`src/rtl/debug_trace_uart.sv`:
```
`timescale 1ns/1ps
// debug_trace_uart
// Serialises the computer's debug trace onto one UART TX pin. PC changes and
// data-memory writes are captured into a small FIFO (writes win a tie), each
// record is rendered as an ASCII hex line and shifted out 8N1, LSB first.
//
// Ports
//   clk              in   system clock, all logic on posedge
//   reset            in   asynchronous active-low reset
//   debug_pc         in   current program counter
//   debug_load_m     in   data-memory write strobe, one cycle per write
//   debug_address_m  in   write address, valid with debug_load_m
//   debug_out_m      in   write data, valid with debug_load_m
//   txp              out  UART TX, idle high
//   busy             out  FIFO non-empty or formatter active
//   overflow         out  sticky, set when an event is dropped
module debug_trace_uart #(
    parameter int unsigned CLK_HZ     = 27000000,
    parameter int unsigned BAUD       = 115200,
    parameter int unsigned FIFO_DEPTH = 8
) (
    input  logic        clk,
    input  logic        reset,
    input  logic [15:0] debug_pc,
    input  logic        debug_load_m,
    input  logic [15:0] debug_address_m,
    input  logic [15:0] debug_out_m,
    output logic        txp,
    output logic        busy,
    output logic        overflow
);

    localparam int unsigned DIV = CLK_HZ / BAUD;
    localparam int unsigned CW  = (DIV > 1) ? $clog2(DIV) : 1;
    localparam int unsigned AW  = (FIFO_DEPTH > 1) ? $clog2(FIFO_DEPTH) : 1;

    localparam logic [CW-1:0] DIV_LAST  = CW'(DIV - 1);
    localparam logic [AW:0]   FIFO_FULL = (AW + 1)'(FIFO_DEPTH);

    localparam logic [1:0] S_IDLE = 2'd0;
    localparam logic [1:0] S_LOAD = 2'd1;
    localparam logic [1:0] S_SEND = 2'd2;
    localparam logic [1:0] S_WAIT = 2'd3;

    // ------------------------------------------------------------------
    // Event capture and FIFO
    // ------------------------------------------------------------------
    logic [32:0]   r_mem [FIFO_DEPTH];
    logic [AW-1:0] r_wptr;
    logic [AW-1:0] r_rptr;
    logic [AW:0]   r_count;
    logic [15:0]   r_pc_last;
    logic          r_overflow;
    logic [1:0]    r_state;

    logic          w_pc_evt;
    logic          w_push_req;
    logic          w_full;
    logic          w_push;
    logic          w_pop;
    logic [32:0]   w_entry;

    assign w_pc_evt   = (debug_pc != r_pc_last);
    assign w_push_req = debug_load_m | w_pc_evt;
    // Full is judged on the count at the start of the cycle; a same-edge pop does not help.
    assign w_full     = (r_count == FIFO_FULL);
    assign w_push     = w_push_req & ~w_full;
    assign w_pop      = (r_state == S_IDLE) && (r_count != '0);
    assign w_entry    = debug_load_m ? {1'b1, debug_address_m, debug_out_m}
                                     : {1'b0, debug_pc, 16'h0000};

    always_ff @(posedge clk) begin
        if (w_push) begin
            r_mem[r_wptr] <= w_entry;
        end
    end

    always_ff @(posedge clk or negedge reset) begin
        if (!reset) begin
            r_wptr     <= '0;
            r_rptr     <= '0;
            r_count    <= '0;
            r_pc_last  <= 16'hFFFF;
            r_overflow <= 1'b0;
        end else begin
            if (w_push) begin
                r_wptr <= r_wptr + 1'b1;
            end
            if (w_pop) begin
                r_rptr <= r_rptr + 1'b1;
            end
            if (w_push && !w_pop) begin
                r_count <= r_count + 1'b1;
            end else if (!w_push && w_pop) begin
                r_count <= r_count - 1'b1;
            end
            if (w_push_req && w_full) begin
                r_overflow <= 1'b1;
            end
            // A PC event losing to a write stays pending; a dropped PC event
            // still advances pc_last so one PC is not dropped repeatedly.
            if (!debug_load_m && w_pc_evt) begin
                r_pc_last <= debug_pc;
            end
        end
    end

    // ------------------------------------------------------------------
    // Line formatter
    // ------------------------------------------------------------------
    logic [32:0] r_rec;
    logic [3:0]  r_idx;
    logic [3:0]  r_last_idx;
    logic [7:0]  w_char;
    logic        w_done;

    function automatic logic [7:0] hex_ascii(input logic [3:0] n);
        hex_ascii = (n < 4'd10) ? (8'h30 + {4'h0, n}) : (8'h37 + {4'h0, n});
    endfunction

    always_comb begin
        w_char = 8'h20;
        if (r_rec[32]) begin
            case (r_idx)
                4'd0:    w_char = 8'h57;
                4'd1:    w_char = 8'h20;
                4'd2:    w_char = hex_ascii(r_rec[31:28]);
                4'd3:    w_char = hex_ascii(r_rec[27:24]);
                4'd4:    w_char = hex_ascii(r_rec[23:20]);
                4'd5:    w_char = hex_ascii(r_rec[19:16]);
                4'd6:    w_char = 8'h20;
                4'd7:    w_char = hex_ascii(r_rec[15:12]);
                4'd8:    w_char = hex_ascii(r_rec[11:8]);
                4'd9:    w_char = hex_ascii(r_rec[7:4]);
                4'd10:   w_char = hex_ascii(r_rec[3:0]);
                4'd11:   w_char = 8'h0D;
                4'd12:   w_char = 8'h0A;
                default: w_char = 8'h20;
            endcase
        end else begin
            case (r_idx)
                4'd0:    w_char = 8'h50;
                4'd1:    w_char = 8'h20;
                4'd2:    w_char = hex_ascii(r_rec[31:28]);
                4'd3:    w_char = hex_ascii(r_rec[27:24]);
                4'd4:    w_char = hex_ascii(r_rec[23:20]);
                4'd5:    w_char = hex_ascii(r_rec[19:16]);
                4'd6:    w_char = 8'h0D;
                4'd7:    w_char = 8'h0A;
                default: w_char = 8'h20;
            endcase
        end
    end

    always_ff @(posedge clk or negedge reset) begin
        if (!reset) begin
            r_state    <= S_IDLE;
            r_rec      <= '0;
            r_idx      <= '0;
            r_last_idx <= '0;
        end else begin
            case (r_state)
                S_IDLE: begin
                    if (w_pop) begin
                        r_rec   <= r_mem[r_rptr];
                        r_state <= S_LOAD;
                    end
                end
                S_LOAD: begin
                    r_idx      <= 4'd0;
                    r_last_idx <= r_rec[32] ? 4'd12 : 4'd7;
                    r_state    <= S_SEND;
                end
                S_SEND: begin
                    r_state <= S_WAIT;
                end
                S_WAIT: begin
                    if (w_done) begin
                        if (r_idx == r_last_idx) begin
                            r_state <= S_IDLE;
                        end else begin
                            r_idx   <= r_idx + 4'd1;
                            r_state <= S_SEND;
                        end
                    end
                end
                default: r_state <= S_IDLE;
            endcase
        end
    end

    // ------------------------------------------------------------------
    // 8N1 shifter; bit index 0 = start, 1..8 = data, 9 = stop
    // ------------------------------------------------------------------
    logic          r_tx;
    logic          r_active;
    logic [7:0]    r_sh;
    logic [3:0]    r_bit;
    logic [CW-1:0] r_cnt;
    logic          w_start;

    assign w_start = (r_state == S_SEND);
    assign w_done  = r_active && (r_bit == 4'd9) && (r_cnt == DIV_LAST);

    always_ff @(posedge clk or negedge reset) begin
        if (!reset) begin
            r_tx     <= 1'b1;
            r_active <= 1'b0;
            r_sh     <= '0;
            r_bit    <= '0;
            r_cnt    <= '0;
        end else if (w_start) begin
            r_tx     <= 1'b0;
            r_active <= 1'b1;
            r_sh     <= w_char;
            r_bit    <= 4'd0;
            r_cnt    <= '0;
        end else if (r_active) begin
            if (r_cnt == DIV_LAST) begin
                r_cnt <= '0;
                if (r_bit == 4'd9) begin
                    r_active <= 1'b0;
                end else begin
                    r_bit <= r_bit + 4'd1;
                    // Leaving bit k presents data bit k, or the stop bit after bit 8.
                    r_tx  <= (r_bit == 4'd8) ? 1'b1 : r_sh[r_bit[2:0]];
                end
            end else begin
                r_cnt <= r_cnt + 1'b1;
            end
        end
    end

    assign txp      = r_tx;
    assign busy     = (r_count != '0) || (r_state != S_IDLE);
    assign overflow = r_overflow;

endmodule
```
`config.mk`:
```
export PLATFORM = sky130hd
export DESIGN_NAME = debug_trace_uart
export DESIGN_NICKNAME = d
export VERILOG_FILES = /design/src/rtl/debug_trace_uart.sv
export SDC_FILE = /design/constraint.sdc
export NUM_CORES = 1
export LEC_CHECK = 0
export ABC_AREA = 1
export BUFFER_PORTS_ARGS = -buffer_cell sky130_fd_sc_hd__buf_4
export CAP_MARGIN = 20
export CORE_ASPECT_RATIO = 1.75
export CORE_MARGIN = 1
export CORE_UTILIZATION = 62
export DETAILED_ROUTE_END_ITERATION = 12
export MAX_ROUTING_LAYER = met4
export PLACE_DENSITY_LB_ADDON = 0.05
export SYNTH_ARGS = -nofsm -noshare
export SYNTH_HDL_FRONTEND = slang
export SYNTH_SLANG_ARGS = --single-unit
```
`constraint.sdc`:
```
create_clock -name clk -period 5.4 [get_ports clk]
set_input_delay 1.35 -clock clk [delete_from_list [all_inputs] [get_ports clk]]
set_output_delay 1.35 -clock clk [all_outputs]
set_load 0.03 [all_outputs]
```
Yosys cells after proc, flatten, opt, wreduce, memory -nomap -nowiden
Memories as Yosys holds them, arrays and structs flattened. A register that Yosys moved wholly into a read port is not among the register bits.
Cells that the tools add are included.

word-level totals
  output and inout bits = 3
  logic and storage cells = 139
  input bits = 51
  register bits = 59
  bits in writable memories = 264
  memories = 1

operators by class
  add/subtract/negate cells = 23
  bitwise operators = 3
  equality and inequality tests = 24
  muxes and demuxes = 42
  reduce and logical (&&, ||, !) cells = 24
  order comparisons = 9

memories
  name   words  width  read ports  clocked after memory_dff  wr ports  line  source
  r_mem  8      33     1           1                         1         48    logic [32:0] r_mem [FIFO_DEPTH];

operators by type and width
  cell                                                             count
  6-bit by 4-bit adder with 7-bit output, first input constant     16
  7-bit one-hot mux with 11 select lines                           1
  7-bit 2-to-1 mux                                                 8
  7-bit one-hot mux with 7 select lines                            1
  4-bit 2-to-1 mux                                                 9
  33-bit 2-to-1 mux                                                1
  4-bit == test, second input constant                             8
  4-bit < comparator, second input constant                        8
  8-bit 2-to-1 mux                                                 4
  4-bit by 3-bit == test with 1-bit output, second input constant  4
  16-bit != test                                                   1
  4-bit by 1-bit adder with 4-bit output, second input constant    3
  1-bit 2-to-1 mux                                                 12
  2-bit nonzero test                                               5
  8-bit by 1-bit adder with 8-bit output, second input constant    1
  4-bit by 2-bit == test with 1-bit output, second input constant  2
  8-bit == test, second input constant                             1
  2-bit != test, second input constant                             4
  2-bit one-hot mux with 4 select lines                            1
  4-bit one-hot mux with 2 select lines                            1
  1-bit logical AND                                                7
  3-bit by 1-bit adder with 3-bit output, second input constant    2
  2-bit 2-to-1 mux                                                 3
  3-bit AND reduction                                              2
  15 further kinds                                                 20

Depth between registers and ports, before layout
Gate-level depths: netlist (run 1).

  depth after elaboration = 7
  depth in mapped cells = 16
  gate-level depth less buffers = 16

Worst setup path before layout (run 1)
OpenSTA, ideal clock, no wires.

  path type = input-to-reg
  from = input debug_pc[6]
  to = memory r_mem[3][0], enable pin
  setup time = 465 ps
  stages = 7
  path buffers = 0
  setup slack = 819 ps
  arrival = 4,117 ps
  path through = xor2_1 -> nor2_1 -> nand2_1 -> nor2_1 -> nand3_1 -> nand2_2 -> nor3_1

between the ends
  longest elaborated chain between the ends = 5

ends and longest elaborated chain
  element                                 line  source
  start: declaration                      24    input logic [15:0] debug_pc,
  16-bit != test                          63    assign w_pc_evt = (debug_pc != r_pc_last);
  1-bit bitwise OR                        64    assign w_push_req = debug_load_m | w_pc_evt;
  1-bit AND                               67    assign w_push = w_push_req & ~w_full;
  1-bit 2-to-1 mux                        73    if (w_push) begin
  1-bit 2-to-1 mux (implied by the code)  74    r_mem[r_wptr] <= w_entry;
  end: declaration                        48

No other way between the ends.

Worst setup path in the final report (run 1)
  from = input debug_pc[9]
  to = register r_count[3]

between the ends
  longest elaborated chain between the ends = 6
  elaborated cells between the ends (all ways) = 8
  classes of those cells = 1 x eq/ne; 1 x mux; 2 x bitwise; 4 x reduce/logical

ends and longest elaborated chain
  element                              line  source
  16-bit != test *                     63
  1-bit bitwise OR *                   64
  1-bit AND *                          67
  named net w_push                     59    logic w_push;
  1-bit zero test                      94    end else if (!w_push && w_pop) begin
  1-bit logical AND                    94
  2-bit nonzero test (no source line)  -
  end signal: assignment               93    r_count <= r_count + 1'b1;
  end signal: assignment               95    r_count <= r_count - 1'b1;
  end: declaration                     51    logic [AW:0] r_count;

The timed path passes the listed nets; every way through them passes the cells marked *.
A chain may end at the register's enable or synchronous reset.

==> metrics, run 1 <==
outcome=finished, final reports clean; crit-path cells=buf_4 > or2_0 > nand2_1 > nand4_1 > nor2_1 > nand3_1 > nand2_2 > inv_2 > ha_1 > inv_1 > ha_1 > a21o_1 > a21oi_1 > nand2_1 > nand2_1 > nor2_1 > xor2_1; die area=0.0263 mm^2; residual antenna-violating net count after detailed routing=0; number of flops mapped to enable cells by yosys=264; port bufs=between 50 and 60; Layout Utilization=a little over two thirds; Max H-tree Level=1; reg2reg start=r_pc_last[14]; main combinational cell family by area after synthesis=simple AND/OR/NAND/NOR gates; Synth area leader=edfxtp_1; Nets=1596; final worst slack=roughly 2 ns; DR iter-0 viols=~670; Leak=0.00673 uW; worst hold start=overflow; Commonest cells post-synth=edfxtp_1 (264), nor2_1 (224), nand2_1 (215); TritonCTS clock tree=done; Worst path slowest cell=nor2_1; hold_ws=between 0.4 and 0.5 ns; Synth Area in Adders=1.86%; final hold violation count=0; number of diodes=0; routed vias/inst=6.02; worst setup path start=debug_pc[9]; Clock Sink Count=354; row count=77; clk_lat worst skew=0.57 ns; layout cells sized above 1=11.9%; fin crit share=between 60% and 70%; Peak supply drop=approximately 0.33 mV; Synth Area in Simple Gates=15.2%; Setup Skew=0.0145 ns; crit path kind=input pin to register; global-route wire length before repair=57.8 mm; clk buf depth=3; power density cells=393 mW/mm^2; Slew HR=between 20 and 25%; via count=11.2k; Max Fclk=296 MHz; area delta synth->final=10.6%; postcts setup bufs=0; Worst-Margin Slew=approximately 1.2 ns; Compound-Gate Fraction of Synth Area=12.4%; fin crit period=3.38 ns; # hold bufs at CTS=0; max-slew violation count=0; Setup Total Neg Slack=0 ns; post-DR wirelength/cell=19.8 um; Startpoint Class=input pin; post-synthesis mux area share=0.0630%; initial antenna violation count=0; synthesized area=approximately 0.016 mm^2; GR Overflow Total=0; vias in the first global route=about 11k; Clk pin slew, worst setup/hold paths=0.07 ns; Starting Density=62.9%; Die W=123 um; post-synthesis register bit count=354; drt first pass iters=6; worst hold path class=register to register; core footprint=about 0.025 mm^2; top cells by area, synth=edfxtp_1 (50%), dfrtp_1 (12%), o21ai_0 (6.7%); Root Driver=clkbuf_16; Die Span Y=214 um; max cap viols=0; Worst EP arrival=approximately 3.8 ns; post-synthesis net count=roughly 1.6k; critical path peak fanout=10; Total Routing Usage GR=between 30% and 40%; # IOs=54; Syn Inst Count=~1.5k; warnings from Yosys=0; CP Capture Type=register; DRT Wirelength=36.9 mm; top_reg_cell synth=edfxtp_1; gp weighted congestion=1.07; Setup Viol. Count Final=0; CP Data Required Time=~5.9 ns; Seq/Total Area, Yosys=64.2%; drt drc=0; pin count of the biggest net entering global routing=111; Post-DP HPWL=24.0 mm; mean post-synth cell area=10.7 um^2; worst slack at placement=1.46 ns; CP max stage delay=0.26 ns; RSZ-0062 raised after global routing=false; ys async rst share=25.4%; Cell variety after synth=45; TritonCTS Buffers=30; XOR/XNOR Fraction of Synth Area=1.32%; top cell type's share of synthesized area=~50%; post-CTS sizing=0; crit-path most repeated cell=nand2_1; most numerous cell in the Yosys netlist=edfxtp_1
## cell families after synthesis
kind of cell / count (synthesis)
and+or+nand+nor: 568
DFF: 354
AOI/OAI and AO/OA: 336
buffers and inverters: 184
xor gates and xnor gates: 24
adders and majority gates: 23
muxes: 1
## worst paths after layout
path	endpoint	slack (ns)	cells past startpoint
max in group asynchronous	txp	3.59	2
worst min-delay path	overflow	0.48	1
worst max-delay path	r_count[3]	2.02	17
worst min register to register	overflow	0.48	1
worst max register to register	r_count[3]	2.41	15
min in group asynchronous	r_cnt[2]	0.85	1
## per-layer routing
layer | vias up | part of all wire (%) | GRT usage [%]
met4 | 0 | 4.4 | 15.0
met3 | 108 | 4.6 | 3.83
met1 | 5469 | 37 | 34.2
met2 | 356 | 54 | 52.9
li1 | 5276 | - | -
met5 | - | 0 | -
## cell usage in the layout (no fill, tap or decap), types with 22 or more instances in the layout
cell type	n
buf_4	67
clkbuf_16	31
dfrtp_1	71
edfxtp_1	264
ha_1	22
inv_1	103
nand2_1	215
nand3_1	85
nor2_1	219
o21ai_0	212
o221ai_1	63
## stage by stage
step           total power, uW  area [um^2]  std cells
3_5_place_dp              4730        16500       1804
3_3_place_gp              4680        16500       1804
5_1_grt                   7160        17600       1862
4_1_cts                   6900        17500       1860
6_report                  6900        17600       1862
2_1_floorplan             4330        15900       1490
## area by class of cell
type	count	area, um^2
fill	1864	7680
timing repair buffer	70	571
clock buffer	44	865
clock inverter	12	146
tap	316	395
multi-input combinational	952	4940
sequential	354	10200
inverter	114	439
## critical path, delay by kind of cell
kind	cells	cell delay [ns]
buf+inv	3	0.33
simple gates	9	1.18
xor+xnor	1	0.13
compound gates	2	0.35
fa+ha+maj	2	0.49
## power breakdown
group	total (uW)	internal, uW	switching [uW]
Sequential	3760	3610	149
Clock	2200	1260	942
Combinational	934	267	668
Total	6900	5140	1760
## flip-flops by register name, summed over array words and instances (netlist names)
name and count:
r_active 1, r_pc_last 16, overflow 1, r_last_idx 3, r_state 2, r_count 4, r_bit 4, r_wptr 3
txp 1, r_rec 33, r_cnt 8, r_rptr 3, r_mem 264, r_sh 7, r_idx 4
(Power assumes the default switching activity.)
==> run 2, diff against run 1 <==
CORE_UTILIZATION = 56   (was 62)
clock period = 3 ns   (was 5.4 ns; I/O delays follow)
==> run 2 against run 1 <==
Against the previous run:
- register-to-register slack lost 2.1 ns
- critical path type is now register to register
- sequential cell count is the same
- clock power grew 91%
- power grew 86%
==> metrics, run 2 (same netlist as run 1, synthesis figures left out) <==
max-slew violation count=0 (unchanged); max cap viols=0 (unchanged); Starting Density=57.0% (-5.9 points); leading cell type in the layout, fill and taps excluded=edfxtp_1; Non-Filler Instances=1955 (+5.0%); Leak=0.00696 uW (+3.3%); Seq pwr share=52.7% (-1.9 points); design area=0.0181 mm^2 (+2.8%); GR Overflow Total=0 (unchanged); crit-path most repeated cell=buf_4; residual antenna-violating net count after detailed routing=0 (unchanged); NetSw=3330 uW (+89%); crit path kind=register to register; worst hold path class=input pin to asynchronous set/reset pin; # hold bufs at CTS=0 (unchanged); critical path peak fanout=25 (+15); Most flops, register=r_mem; # IOs=54 (unchanged); fin crit period=2.71 ns; clk_lat worst skew=0.53 ns (-0.04 ns); area delta synth->final=13.7%; port bufs=53 (unchanged); final worst slack=0.289 ns (-1.73 ns); delay-heaviest family, CP=simple AND/OR/NAND/NOR gates; Top Registers=r_mem x264, r_rec x33, r_pc_last x16; TritonCTS Buffers=34 (+13%); Worst EP arrival=2.93 ns (-0.91 ns); Worst-Margin Slew=1.08 ns (-0.0758 ns); Inst Count DP=1893 (+4.9%); TritonCTS clock tree=done; global-route wire length before repair=60.2 mm (+4.2%); fill count=2211 (+19%); pin count of the biggest net entering global routing=134 (+21%); most frequent cells in the layout=edfxtp_1 (264), nor2_1 (219), nand2_1 (215); clock share of power=32.8% (+0.9 points); DR iter-0 viols=898 (+34%); CP Capture Type=register; CP max stage delay=0.80 ns (+0.54 ns); gp weighted congestion=1.01 (-5.4%); drt first pass iters=5 (-1); Peak supply drop=0.596 mV (+82%); initial antenna violation count=0 (unchanged); Root Driver=clkbuf_16; Clk pin slew, worst setup/hold paths=0.06 ns (about the same); Total Routing Usage GR=28.5% (-1.9 points); final hold violation count=0 (unchanged); CP Data Required Time=3.22 ns (-2.63 ns); Max Fclk=369 MHz; Post-DP HPWL=24.7 mm (+3.2%); number of diodes=0 (unchanged); Nets=1630 (+2.1%); DRT Wirelength=38.1 mm (+3.1%); die area=0.0291 mm^2 (+11%); layout cells sized above 1=13.8% (+1.9 points); outcome=finished, final reports clean; post-CTS sizing=0 (unchanged); Sw Ratio=26.0% (+0.47 points); clk buf depth=3 (unchanged); worst slack at placement=-0.128 ns (-1.58 ns); Die W=129 um (+5.1%); Die Span Y=225 um (+5.2%); Setup Skew=0.0327 ns (+0.0182 ns); Max H-tree Level=2 (+1); core footprint=0.0279 mm^2 (+10%); Clock Sink Count=354 (unchanged); Setup Viol. Count Final=0 (unchanged); Startpoint Class=register; crit-path cells=xnor2_1 > nand4_1 > nor2_1 > buf_4 > nand3_1 > nand2_2 > buf_4 > nor2_4 > buf_4; max reg flops=264 (unchanged); via count=11.1k (-0.66%); Area after DPL=0.0170 mm^2 (+2.7%); Comb power frac=14.5% (+1.0 points); routed vias/inst=5.70 (-5.4%); Layout Utilization=64.8% (-4.8 points); power density cells=710 mW/mm^2 (+81%); row count=81 (+5.2%); Pwr Total=12800 uW (+86%); fin crit share=90.4%; postcts setup bufs=0 (unchanged); Bufs and invs on worst path=3 (unchanged); RSZ-0062 raised after global routing=false; vias in the first global route=11.2k (+0.94%); Worst path slowest cell=nor2_4; post-DR wirelength/cell=19.5 um (-1.8%); drt drc=0 (unchanged); Slew HR=27.8% (+5.7 points); Pint=9490 uW (+85%)
run 2: cell type report:
type / count / area (um^2) / share of cell area [%]
timing repair buffer: 100 / 901 / 4.99
clock inverter: 21 / 189 / 1.05
clock buffer: 41 / 908 / 5.03
sequential: 354 / 10200 / 56.5
inverter: 114 / 439 / 2.43
multi-input combinational: 952 / 4940 / 27.4
tap: 373 / 467 / 2.59
run 2: worst paths after layout:
kind	start	slack, ns	endpoint	depth (start not counted)
max	r_pc_last[14]	0.29	r_mem[1][14]	9
min	reset	0.24	r_cnt[2]	1
max reg2reg	r_pc_last[14]	0.29	r_mem[1][14]	9
min reg2reg	r_sh[6]	0.48	r_sh[6]	2
max in group asynchronous	reset	2.01	r_pc_last[9]	2
min in group clk	debug_pc[15]	0.47	r_pc_last[15]	3
run 2: per-layer routing:
| layer | wire [um] | vias to the layer above | GRT usage, % |
|---|---|---|---|
| met5 | 0 | - | - |
| met4 | 1650 | 0 | 13.4 |
| met3 | 1980 | 93 | 3.97 |
| met2 | 20300 | 332 | 49.2 |
| met1 | 14200 | 5359 | 32.4 |
| li1 | - | 5351 | - |
run 2: stage by stage:
| step | hold WS (ns) | setup TNS [ns] |
|---|---|---|
| floorplan | 0.447 | -101.71 |
| global placement | 0.462 | -4.23 |
| detailed placement | 0.466 | -2.42 |
| CTS | 0.247 | 0 |
| global route | 0.278 | 0 |
| finish | 0.242 | 0 |
run 2: power groups by stage:
stage | sequential [uW] | clock, uW | combinational [uW]
after global placement | 6840 | 0 | 1840
after global routing | 6840 | 4460 | 2050
after detailed placement | 6850 | 0 | 1900
after floorplan | 6830 | 0 | 970
after CTS | 6750 | 4280 | 1910
final | 6760 | 4210 | 1860
